[src/rtl/ysyx_220053_mem_pkg.sv]
// Shared types and constants for the arbiter-to-memory bridge.
package ysyx_220053_mem_pkg;

    typedef enum logic [1:0] {
        IDLE  = 2'd0,
        BEAT0 = 2'd1,
        BEAT1 = 2'd2,
        RESP  = 2'd3
    } mb_state_t;

    localparam logic [3:0] DEV_REGION = 4'ha;
    localparam int         BEAT_BYTES = 8;
    localparam int         LINE_BYTES = 16;

    // Device space is the 0xA000_0000 - 0xAFFF_FFFF window of the low 32 bits.
    function automatic logic is_dev_addr(input logic [63:0] addr);
        return addr[31:28] == DEV_REGION;
    endfunction

endpackage

[src/rtl/ysyx_220053_mem_bridge.sv]
// Converts one arbiter line request into two 64-bit memory beats (or a single
// beat for device space) and returns the assembled line with a ready pulse.
module ysyx_220053_mem_bridge
    import ysyx_220053_mem_pkg::*;
#(
    parameter int ADDR_W = 64,
    parameter int LINE_W = 128,
    parameter int BEAT_W = 64
) (
    input  logic                  clk,
    input  logic                  rst,
    input  logic [ADDR_W-1:0]     rw_addr_i,
    input  logic                  rw_req_i,
    input  logic                  rw_valid_i,
    input  logic [LINE_W-1:0]     rw_w_data_i,
    output logic [LINE_W-1:0]     data_read_o,
    output logic                  rw_ready_o,
    output logic [ADDR_W-1:0]     mem_addr_o,
    output logic                  mem_valid_o,
    output logic                  mem_wen_o,
    output logic [BEAT_W-1:0]     mem_wdata_o,
    output logic [BEAT_W/8-1:0]   mem_wmask_o,
    input  logic                  mem_ready_i,
    input  logic [BEAT_W-1:0]     mem_rdata_i
);

    mb_state_t          state;
    mb_state_t          state_nxt;
    logic               req_q;
    logic               dev_q;
    logic [ADDR_W-1:0]  base_q;
    logic [LINE_W-1:0]  wdata_q;
    logic [LINE_W-1:0]  rdata_q;

    // Device accesses align to a beat, line accesses align to a whole line.
    function automatic logic [ADDR_W-1:0] access_base(input logic [ADDR_W-1:0] addr,
                                                      input logic              dev);
        logic [ADDR_W-1:0] mask;
        mask = dev ? ~ADDR_W'(BEAT_BYTES - 1) : ~ADDR_W'(LINE_BYTES - 1);
        return addr & mask;
    endfunction

    // State register; reset aborts any transaction in flight.
    always_ff @(posedge clk) begin
        if (!rst) begin
            state <= IDLE;
        end else begin
            state <= state_nxt;
        end
    end

    // Next-state logic: beats advance only on mem_ready_i, RESP lasts one cycle.
    always_comb begin
        state_nxt = state;
        case (state)
            IDLE:    if (rw_valid_i)  state_nxt = BEAT0;
            BEAT0:   if (mem_ready_i) state_nxt = dev_q ? RESP : BEAT1;
            BEAT1:   if (mem_ready_i) state_nxt = RESP;
            RESP:    state_nxt = IDLE;
            default: state_nxt = IDLE;
        endcase
    end

    // Request capture in IDLE so the arbiter's inputs are free to change afterwards.
    always_ff @(posedge clk) begin
        if (state == IDLE && rw_valid_i) begin
            req_q   <= rw_req_i;
            dev_q   <= is_dev_addr(64'(rw_addr_i));
            base_q  <= access_base(rw_addr_i, is_dev_addr(64'(rw_addr_i)));
            wdata_q <= rw_w_data_i;
        end
    end

    // Read line assembly; writes never touch it, device reads zero the upper beat.
    always_ff @(posedge clk) begin
        if (!rst) begin
            rdata_q <= '0;
        end else if (!req_q && mem_ready_i) begin
            if (state == BEAT0) begin
                rdata_q[BEAT_W-1:0] <= mem_rdata_i;
                if (dev_q) begin
                    rdata_q[LINE_W-1:BEAT_W] <= '0;
                end
            end else if (state == BEAT1) begin
                rdata_q[LINE_W-1:BEAT_W] <= mem_rdata_i;
            end
        end
    end

    // Bus outputs decoded purely from registered state; all zero outside the beats.
    always_comb begin
        rw_ready_o  = 1'b0;
        mem_valid_o = 1'b0;
        mem_wen_o   = 1'b0;
        mem_addr_o  = '0;
        mem_wdata_o = '0;
        mem_wmask_o = '0;
        case (state)
            BEAT0: begin
                mem_valid_o = 1'b1;
                mem_wen_o   = req_q;
                mem_addr_o  = base_q;
                mem_wdata_o = wdata_q[BEAT_W-1:0];
                mem_wmask_o = {(BEAT_W/8){req_q}};
            end
            BEAT1: begin
                mem_valid_o = 1'b1;
                mem_wen_o   = req_q;
                // base_q is line aligned, so OR-ing in the beat offset never carries.
                mem_addr_o  = base_q | ADDR_W'(BEAT_BYTES);
                mem_wdata_o = wdata_q[LINE_W-1:BEAT_W];
                mem_wmask_o = {(BEAT_W/8){req_q}};
            end
            RESP: begin
                rw_ready_o = 1'b1;
            end
            default: begin
                rw_ready_o = 1'b0;
            end
        endcase
    end

    assign data_read_o = rdata_q;

endmodule

[config.mk]
export PLATFORM = sky130hd
export DESIGN_NAME = ysyx_220053_mem_bridge
export DESIGN_NICKNAME = d
export VERILOG_FILES = /design/src/rtl/ysyx_220053_mem_pkg.sv /design/src/rtl/ysyx_220053_mem_bridge.sv
export SDC_FILE = /design/constraint.sdc
export NUM_CORES = 1
export LEC_CHECK = 0
export CAP_MARGIN = 30
export CORE_AREA = 4 4 200 202
export CTS_BUF_LIST = sky130_fd_sc_hd__clkbuf_2
export CTS_CLUSTER_DIAMETER = 60
export DETAILED_ROUTE_END_ITERATION = 16
export DIE_AREA = 0 0 204 206
export SLEW_MARGIN = 20
export SYNTH_ARGS = -nofsm -noshare
export SYNTH_HDL_FRONTEND = slang
export SYNTH_SLANG_ARGS = --single-unit
[constraint.sdc]
create_clock -name clk -period 7.92 [get_ports clk]
set_clock_uncertainty 0.05 [all_clocks]
set_input_delay 1.584 -clock clk [delete_from_list [all_inputs] [get_ports clk]]
set_output_delay 1.584 -clock clk [all_outputs]
set_load 0.02 [all_outputs]
==> results.toml, run 1 <==
[outcome]
status = "finished clean"

[yosys]
synthSimpleGateAreaFrac_pct = 16.5
synthTopCellsByArea = "edfxtp_1 46%, dfxtp_1 21%, nand2_1 5.9%, mux2i_1 5.3%, nand3b_1 3.9%"
yosysWarningCount = 0
syn_avg_cell_area_um2 = 12.3
synth_seq_cells = 321
synth_top_area_share_pct = 46.1
yosysTopAreaCell = "edfxtp_1"
synth_compound_area_share_pct = 6.80
synth_mux_area_share_pct = 5.31
syn-instance-count = 1011
syn_area_mm2 = 0.0124
synth-seq-area-share_pct = 67.0
synthAdderAreaFrac_pct = 0.603
synth_cell_types = 27
synth_top_family_by_area = "simple AND/OR/NAND/NOR gates"
synth_xor_area_share_pct = 0

[floorplanning]
fp.dieArea_mm2 = 0.0420
die_w_um = 204
io_pins = 528
dieHeight_um = 206
initial_core_util_pct = 32.5
rows = 72
fp.coreArea_mm2 = 0.0383

[placement]
dpl.hpwl_mm = 28.7
place_area_mm2 = 0.0180
port_buffers = 521
place_congestion = 0.767

[timing]
final_max_slew_viol_count = 0
finalCritPeriodShare_pct = 71.0
slew_headroom_pct = 39.2
finalHoldViolCount = 0
worstMarginPinSlew_ps = 912
rsz0062_at_grt = "no"
fin_setup_tns_ps = 0
setup_viol = 0
min_period_ps = 5620
max_freq_ghz = 0.178

[power_and_ir_drop]
p_seq_share_pct = 39.9
p_sw_uw = 1960
power_frac_clock_pct = 22.3
max-vdd-ir-drop_mv = 0.177
power.leakage_uw = 0.00639
cellPowerDensity_mw_per_mm2 = 296
power_frac_comb_pct = 37.9
power_switching_share_pct = 35.2
intPower_uw = 3610

[clock_tree]
clockRootBuffer = "clkbuf_2"
clk_pin_slew_ps = 90
cts.path.max_buffers = 3
cts_max_level = 3
cts_resized = 0
postCtsHoldBufs = 0
postCtsSetupRepairBufs = 0
cts_inserted_buffers = 86
cts_sinks = 321
clk_latency_ps = 890
cts_tree = "yes"

[final_layout]
final_nets = 1815
final_cell_mix = "520 x clkdlybuf4s50_1, 195 x nand2_1, 191 x edfxtp_1, 130 x dfxtp_1, 129 x clkbuf_2"
design_area_mm2 = 0.0188
areaGrowthSynthToFinish_pct = 51.4
drive_gt1_share_pct = 10.1
n_fill_cell = 3570
layout_commonest_cell = "clkdlybuf4s50_1"

[route]
dr.pass1.iters = 4
wl_per_cell_um = 19.5
initialDrtViolationCount = 388
remaining_drc_errors = 0
ant_nets = 0
num_vias = 9727
routed_wl_mm = 41.6
viasPerCell = 4.57

[worst_setup_path]
max_stage_delay_ps = 640
end_kind = "output port"
critPathMaxFanout = 61
timing.critical_path.slowest_stage_cell = "clkdlybuf4s50_1"
cpMostUsedCell = "buf_4"
crit_type = "reg -> out"
crit_path_start_kind = "flop"
cp_data_arrival_time_ps = 3990
cp.required_ps = 6290
rr_startpoint = "state[1]$_SDFFE_PN0P_"
crit_chain = "inv_1 > ha_2 > buf_4 > o21a_1 > buf_4 > and2_1 > clkdlybuf4s50_1"
cp.buffers_inverters = 4
critical_path.startpoint = "state[0]$_SDFFE_PN0P_"
path_delay_family = "buffers and inverters"

[global_routing]
grt_pass1_wl_mm = 60.6
grt-ovfl-total = 0
antenna_found_initial = 10
first_global_vias = 10200
grtUsageTotal_pct = 19.0
grt_start_max_net_pins = 85

[hold_path]
min_from = "data_read_o[27]$_SDFFE_PN0P_"
min_path_type = "reg -> reg"

[flow_run]
cap_violations = 0
-- tightest hold or removal path, cell delays in order (launching register included) --
cell	delay, ps
dfxtp_1	310
nand2_1	50
a21oi_1	50
-- metrics by stage --
stage	power, µW	hold slack [ps]	std cells	setup WS (ps)	util [%]
after detailed placement	4400	397	1978	3160	47.0
final	5570	406	2130	2300	49.2
after global placement	4370	392	1977	3150	47.0
after global routing	5910	425	2128	1870	49.2
after CTS	5680	410	2124	2000	49.2
after floorplan	3500	429	1013	1380	-
-- synth_stat cells, drive strengths merged --
| cell | number |
|---|---|
| a211oi | 1 |
| clkbuf | 40 |
| nor2b | 64 |
| conb | 1 |
| buf | 48 |
| nand2b | 1 |
| nor3b | 1 |
| a22oi | 64 |
| a31oi | 1 |
| edfxtp | 191 |
| and2 | 63 |
| nand2 | 195 |
| o21a | 2 |
| nor4bb | 1 |
| nand3b | 65 |
| inv | 3 |
| a311oi | 1 |
| ha | 6 |
| or2 | 1 |
| a21oi | 64 |
| mux2i | 66 |
| dfxtp | 130 |
| and3b | 1 |
| o21bai | 1 |
-- layout make-up --
cell class	instances	area, µm²	share of cell area [%]
clock inverters	17	176	0.936
well taps	518	648	3.44
multi-input cells	601	3670	19.5
inverters	3	11.3	0.0598
flip-flops and latches	321	8340	44.2
diodes	6	15.0	0.0797
repair buffers	535	5340	28.3
clock buffers	129	646	3.43
-- logic make-up (layout without fill, tap and decap cells) --
family,Yosys count,count (layout)
buffers and inverters,91,684
adder cells (fa/ha/maj),6,6
AO/OA/AOI/OAI,134,134
flip-flops,321,321
other,1,9
AND/OR/NAND/NOR,392,392
multiplexers,66,66
-- layer usage --
layer | GRT usage (%) | up-vias | share of wire (%)
met3 | 10.4 | 79 | 13
met5 | 0 | - | 0.13
met2 | 31.4 | 440 | 48
li1 | - | 4642 | -
met1 | 20.2 | 4558 | 36
met4 | 8.23 | 8 | 3.1
-- worst paths after layout --
kind | cells past startpoint | to | slack, ps
worst max register to register | 8 | data_read_o[109]$_SDFFE_PN0P_ | 4820
worst min register to register | 2 | data_read_o[27]$_SDFFE_PN0P_ | 410
worst max-delay path | 7 | mem_addr_o[41] | 2300
worst min-delay path | 2 | data_read_o[27]$_SDFFE_PN0P_ | 410
-- flip-flops by register name (all words and copies together) (netlist names) --
| signal | flops |
|---|---|
| data_read_o | 128 |
| wdata_q | 128 |
| base_q | 61 |
| state | 2 |
| dev_q | 1 |
| req_q | 1 |
-- power by group through the flow --
stage	Sequential (µW)	Combinational (µW)	Clock, µW
floorplan	2360	1140	0
global placement	2260	2120	0
detailed placement	2260	2140	0
CTS	2220	2150	1310
global route	2250	2260	1400
finish	2220	2110	1240
No activity file was read; power rests on OpenSTA's default activity.
==> run 2: changes to the inputs <==
Clock period 7.92 ns to 5.7 ns, I/O delays scaled along.
==> results.toml, run 2 (same netlist as run 1, synthesis figures left out) <==
[outcome]
status = "finished clean"

[route]
dr.pass1.iters = 4
initialDrtViolationCount = 481
remaining_drc_errors = 0
viasPerCell = 4.62
num_vias = 9873
wl_per_cell_um = 20.0
routed_wl_mm = 42.8
ant_nets = 0

[worst_setup_path]
end_kind = "output port"
crit_type = "reg -> out"
crit_path_start_kind = "flop"
critPathMaxFanout = 42
cp.required_ps = 4510
cp_data_arrival_time_ps = 3650

[clock_tree]
cts_sinks = 321
cts_max_level = 3
clk_pin_slew_ps = 90
cts_inserted_buffers = 87
postCtsHoldBufs = 0
cts.path.max_buffers = 3
clockRootBuffer = "clkbuf_2"
postCtsSetupRepairBufs = 0
clk_latency_ps = 940
cts_tree = "yes"
cts_resized = 0

[final_layout]
design_area_mm2 = 0.0189
utilization_pct = 49.3
drive_gt1_share_pct = 10.3
areaGrowthSynthToFinish_pct = 51.7
fin_cells = 2138
final_cell_mix = "520 x clkdlybuf4s50_1, 195 x nand2_1, 191 x edfxtp_1, 131 x clkbuf_2, 130 x dfxtp_1"
final_nets = 1819
layout_commonest_cell = "clkdlybuf4s50_1"

[global_routing]
grtUsageMet1_pct = 20.0
grtUsageTotal_pct = 19.2
first_global_vias = 10200
grt-ovfl-total = 0
grtUsageMet2_pct = 32.1
groute.layer.met3.usage_pct = 10.3
antenna_found_initial = 15
grt_start_max_net_pins = 79
grt_busiest_layer = "met2"
grt_pass1_wl_mm = 61.0

[floorplanning]
io_pins = 528
rows = 72
fp.dieArea_mm2 = 0.0420
initial_core_util_pct = 32.5
dieHeight_um = 206
fp.coreArea_mm2 = 0.0383
die_w_um = 204

[power_and_ir_drop]
finalPower_uw = 7710
power_frac_comb_pct = 38.6
power_switching_share_pct = 35.6
intPower_uw = 4960
power.leakage_uw = 0.00640
p_seq_share_pct = 40.0
cellPowerDensity_mw_per_mm2 = 409
power_frac_clock_pct = 21.4
p_sw_uw = 2750
max-vdd-ir-drop_mv = 0.220

[timing]
final_max_slew_viol_count = 0
min_period_ps = 4840
max_freq_ghz = 0.207
worstMarginPinSlew_ps = 805
finalCritPeriodShare_pct = 84.8
rsz0062_at_grt = "no"
fin_setup_tns_ps = 0
setup_viol = 0
slew_headroom_pct = 46.3
finalHoldViolCount = 0

[hold_path]
min_path_type = "reg -> reg"

[placement]
port_buffers = 521
dp_cells = 1979
place_congestion = 0.831
dpl.hpwl_mm = 30.2
place_area_mm2 = 0.0180

[flow_run]
cap_violations = 0
-- run 2: changes by cell type in the layout (fill, tap and decap cells not counted), sizes merged --
cell    previous run  this run
diode              6         8
clkinv            11        15
clkbuf           129       131
inv                4         3
buf               15        18
bufinv             4         2
-- run 2: path summary, 6_finish.rpt --
kind	startpoint	end	slack, ps	cells after the start
worst max-delay path	state[0]$_SDFFE_PN0P_	mem_wdata_o[33]	860	6
worst min-delay path	data_read_o[28]$_SDFFE_PN0P_	data_read_o[28]$_SDFFE_PN0P_	410	2
worst max register to register	state[1]$_SDFFE_PN0P_	data_read_o[124]$_SDFFE_PN0P_	2900	7
worst min register to register	data_read_o[28]$_SDFFE_PN0P_	data_read_o[28]$_SDFFE_PN0P_	410	2
-- run 2: routing by layer --
metal	up-vias	share of wire, %
met5	-	0.18
met4	12	2.5
met3	66	12
met2	463	49
met1	4664	36
li1	4668	-
-- run 2: worst max-delay path: stages, from the launching register on --
cell	delay, ps
dfxtp_1	370
inv_1	140
ha_2	610
buf_4	550
a22oi_1	130
nor2b_1	230
clkdlybuf4s50_1	660
-- run 2: final cells by class --
type / instances / area [µm²]
Inverter: 3 / 11.3
Timing Repair Buffer: 538 / 5390
Clock buffer: 131 / 656
Sequential cell: 321 / 8340
Tap cell: 518 / 648
Clock inverter: 18 / 141
Antenna cell: 8 / 20.0
Fill cell: 3491 / 19400
Multi-Input combinational cell: 601 / 3670
-- run 2: power groups by stage --
stage	combinational (µW)	clock, µW	sequential [µW]
global placement	2990	0	3130
floorplan	1590	0	3240
finish	2980	1650	3090
global route	3190	1870	3130
CTS	3010	1740	3090
detailed placement	2990	0	3150
-- run 2: metrics by stage --
| stage | hold WS (ps) | setup slack [ps] |
|---|---|---|
| 2_1_floorplan | 429 | 1730 |
| 3_5_place_dp | 397 | 1790 |
| 4_1_cts | 409 | 624 |
| 5_1_grt | 429 | 560 |
| 6_report | 407 | 864 |
| 3_3_place_gp | 391 | 1800 |
==> run 3: changes to the inputs <==
Clock period 5.7 ns to 4.6 ns, I/O delays scaled along.
==> results.toml, run 3 (same netlist as run 1, synthesis figures left out) <==
[timing]
slew_headroom_pct = 36.8
min_period_ps = 4220
setup_viol = 0
finalHoldViolCount = 0
worstMarginPinSlew_ps = 947
rsz0062_at_grt = "no"
max_freq_ghz = 0.237
fin_setup_tns_ps = 0
final_max_slew_viol_count = 0
fin_hold_ws_ps = 407
finalCritPeriodShare_pct = 91.7

[floorplanning]
io_pins = 528
fp.dieArea_mm2 = 0.0420
fp.coreArea_mm2 = 0.0383
die_w_um = 204
dieHeight_um = 206
initial_core_util_pct = 32.5
rows = 72

[route]
num_vias = 9839
initialDrtViolationCount = 488
ant_nets = 0
remaining_drc_errors = 0
viasPerCell = 4.58
routed_wl_mm = 43.0
wl_per_cell_um = 20.0
dr.pass1.iters = 5

[worst_setup_path]
cp.required_ps = 3630
critPathMaxFanout = 61
crit_path_start_kind = "flop"
crit_type = "reg -> out"
r2r_slack_ps = 1970
end_kind = "output port"
cp_data_arrival_time_ps = 3250

[final_layout]
regArea_mm2 = 0.00834
multiInputGateArea_mm2 = 0.00368
utilization_pct = 49.4
areaGrowthSynthToFinish_pct = 52.1
final_nets = 1821
fin_cells = 2150
drive_gt1_share_pct = 10.7
final_cell_mix = "520 x clkdlybuf4s50_1, 195 x nand2_1, 191 x edfxtp_1, 133 x clkbuf_2, 130 x dfxtp_1"
n_fill_cell = 3566
layout_commonest_cell = "clkdlybuf4s50_1"

[global_routing]
grt-ovfl-total = 0
grt_start_max_net_pins = 73
grtUsageMet2_pct = 32.6
grt_pass1_wl_mm = 61.7
grt_busiest_layer = "met2"
grtUsageTotal_pct = 19.5
grtUsageMet1_pct = 20.5
first_global_vias = 10300
antenna_found_initial = 13
groute.layer.met3.usage_pct = 10.2

[placement]
port_buffers = 521
place_congestion = 0.809
dpl.hpwl_mm = 30.1
dp_cells = 1980

[power_and_ir_drop]
intPower_uw = 6190
finalPower_uw = 9660
power.leakage_uw = 0.00643
power_frac_comb_pct = 38.5
power_switching_share_pct = 35.8
power_frac_clock_pct = 21.9
p_sw_uw = 3460
p_seq_share_pct = 39.6
cellPowerDensity_mw_per_mm2 = 510
max-vdd-ir-drop_mv = 0.354

[clock_tree]
cts.path.max_buffers = 3
clk_latency_ps = 940
cts_tree = "yes"
cts_inserted_buffers = 89
cts_sinks = 321
clk_pin_slew_ps = 90
cts_max_level = 3
clockRootBuffer = "clkbuf_2"

[flow_run]
cap_violations = 0

[outcome]
status = "finished clean"

[hold_path]
min_path_type = "reg -> reg"
-- run 3: final cells by class --
cell class / instances / area share, %
inverter: 3 / 0.0595
sequential: 321 / 44.0
tap: 518 / 3.42
multi-input combinational: 601 / 19.4
clock inverter: 27 / 0.945
antenna: 9 / 0.119
timing repair buffer: 538 / 28.4
clock buffer: 133 / 3.52
-- run 3: worst paths after layout --
| path | start | cells after the start | end |
|---|---|---|---|
| setup / recovery | state[0]$_SDFFE_PN0P_ | 6 | mem_addr_o[30] |
| hold / removal | data_read_o[33]$_SDFFE_PN0P_ | 2 | data_read_o[33]$_SDFFE_PN0P_ |
| setup reg to reg | state[1]$_SDFFE_PN0P_ | 7 | data_read_o[72]$_SDFFE_PN0P_ |
| hold reg to reg | data_read_o[33]$_SDFFE_PN0P_ | 2 | data_read_o[33]$_SDFFE_PN0P_ |
-- run 3: worst max-delay path, cell delays in order, from the launching register on --
cell	delay, ps
dfxtp_1	420
inv_1	150
ha_4	420
o21a_1	170
buf_6	300
and2_1	190
clkdlybuf4s50_1	650
-- run 3: per-stage QoR --
| step | setup WS, ps | area [µm²] |
|---|---|---|
| 6_report | 380 | 18900 |
| 4_1_cts | 42.1 | 18900 |
| 2_1_floorplan | 849 | 12500 |
| 3_3_place_gp | 899 | 18000 |
| 3_5_place_dp | 875 | 18000 |
| 5_1_grt | 44.1 | 18900 |
-- run 3: what timing repair did --
action                                  in CTS  in global routing
hold buffers                                 0                  0
pin swaps                                    0                  1
resized for setup                            2                  0
buffers inserted                             0                  1
endpoints found under the setup margin     101                 45
-- run 3: power by group through the flow --
stage | sequential, µW | combinational [µW] | clock (µW)
CTS | 3830 | 3760 | 2220
global route | 3880 | 3990 | 2390
finish | 3830 | 3720 | 2110
detailed placement | 3900 | 3720 | 0
floorplan | 4010 | 1970 | 0
global placement | 3880 | 3710 | 0
-- run 3: per-layer routing --
layer | wire length (µm) | up-vias
li1 | - | 4666
met1 | 15600 | 4624
met2 | 20800 | 459
met3 | 5280 | 82
met4 | 1230 | 8
met5 | 58 | -
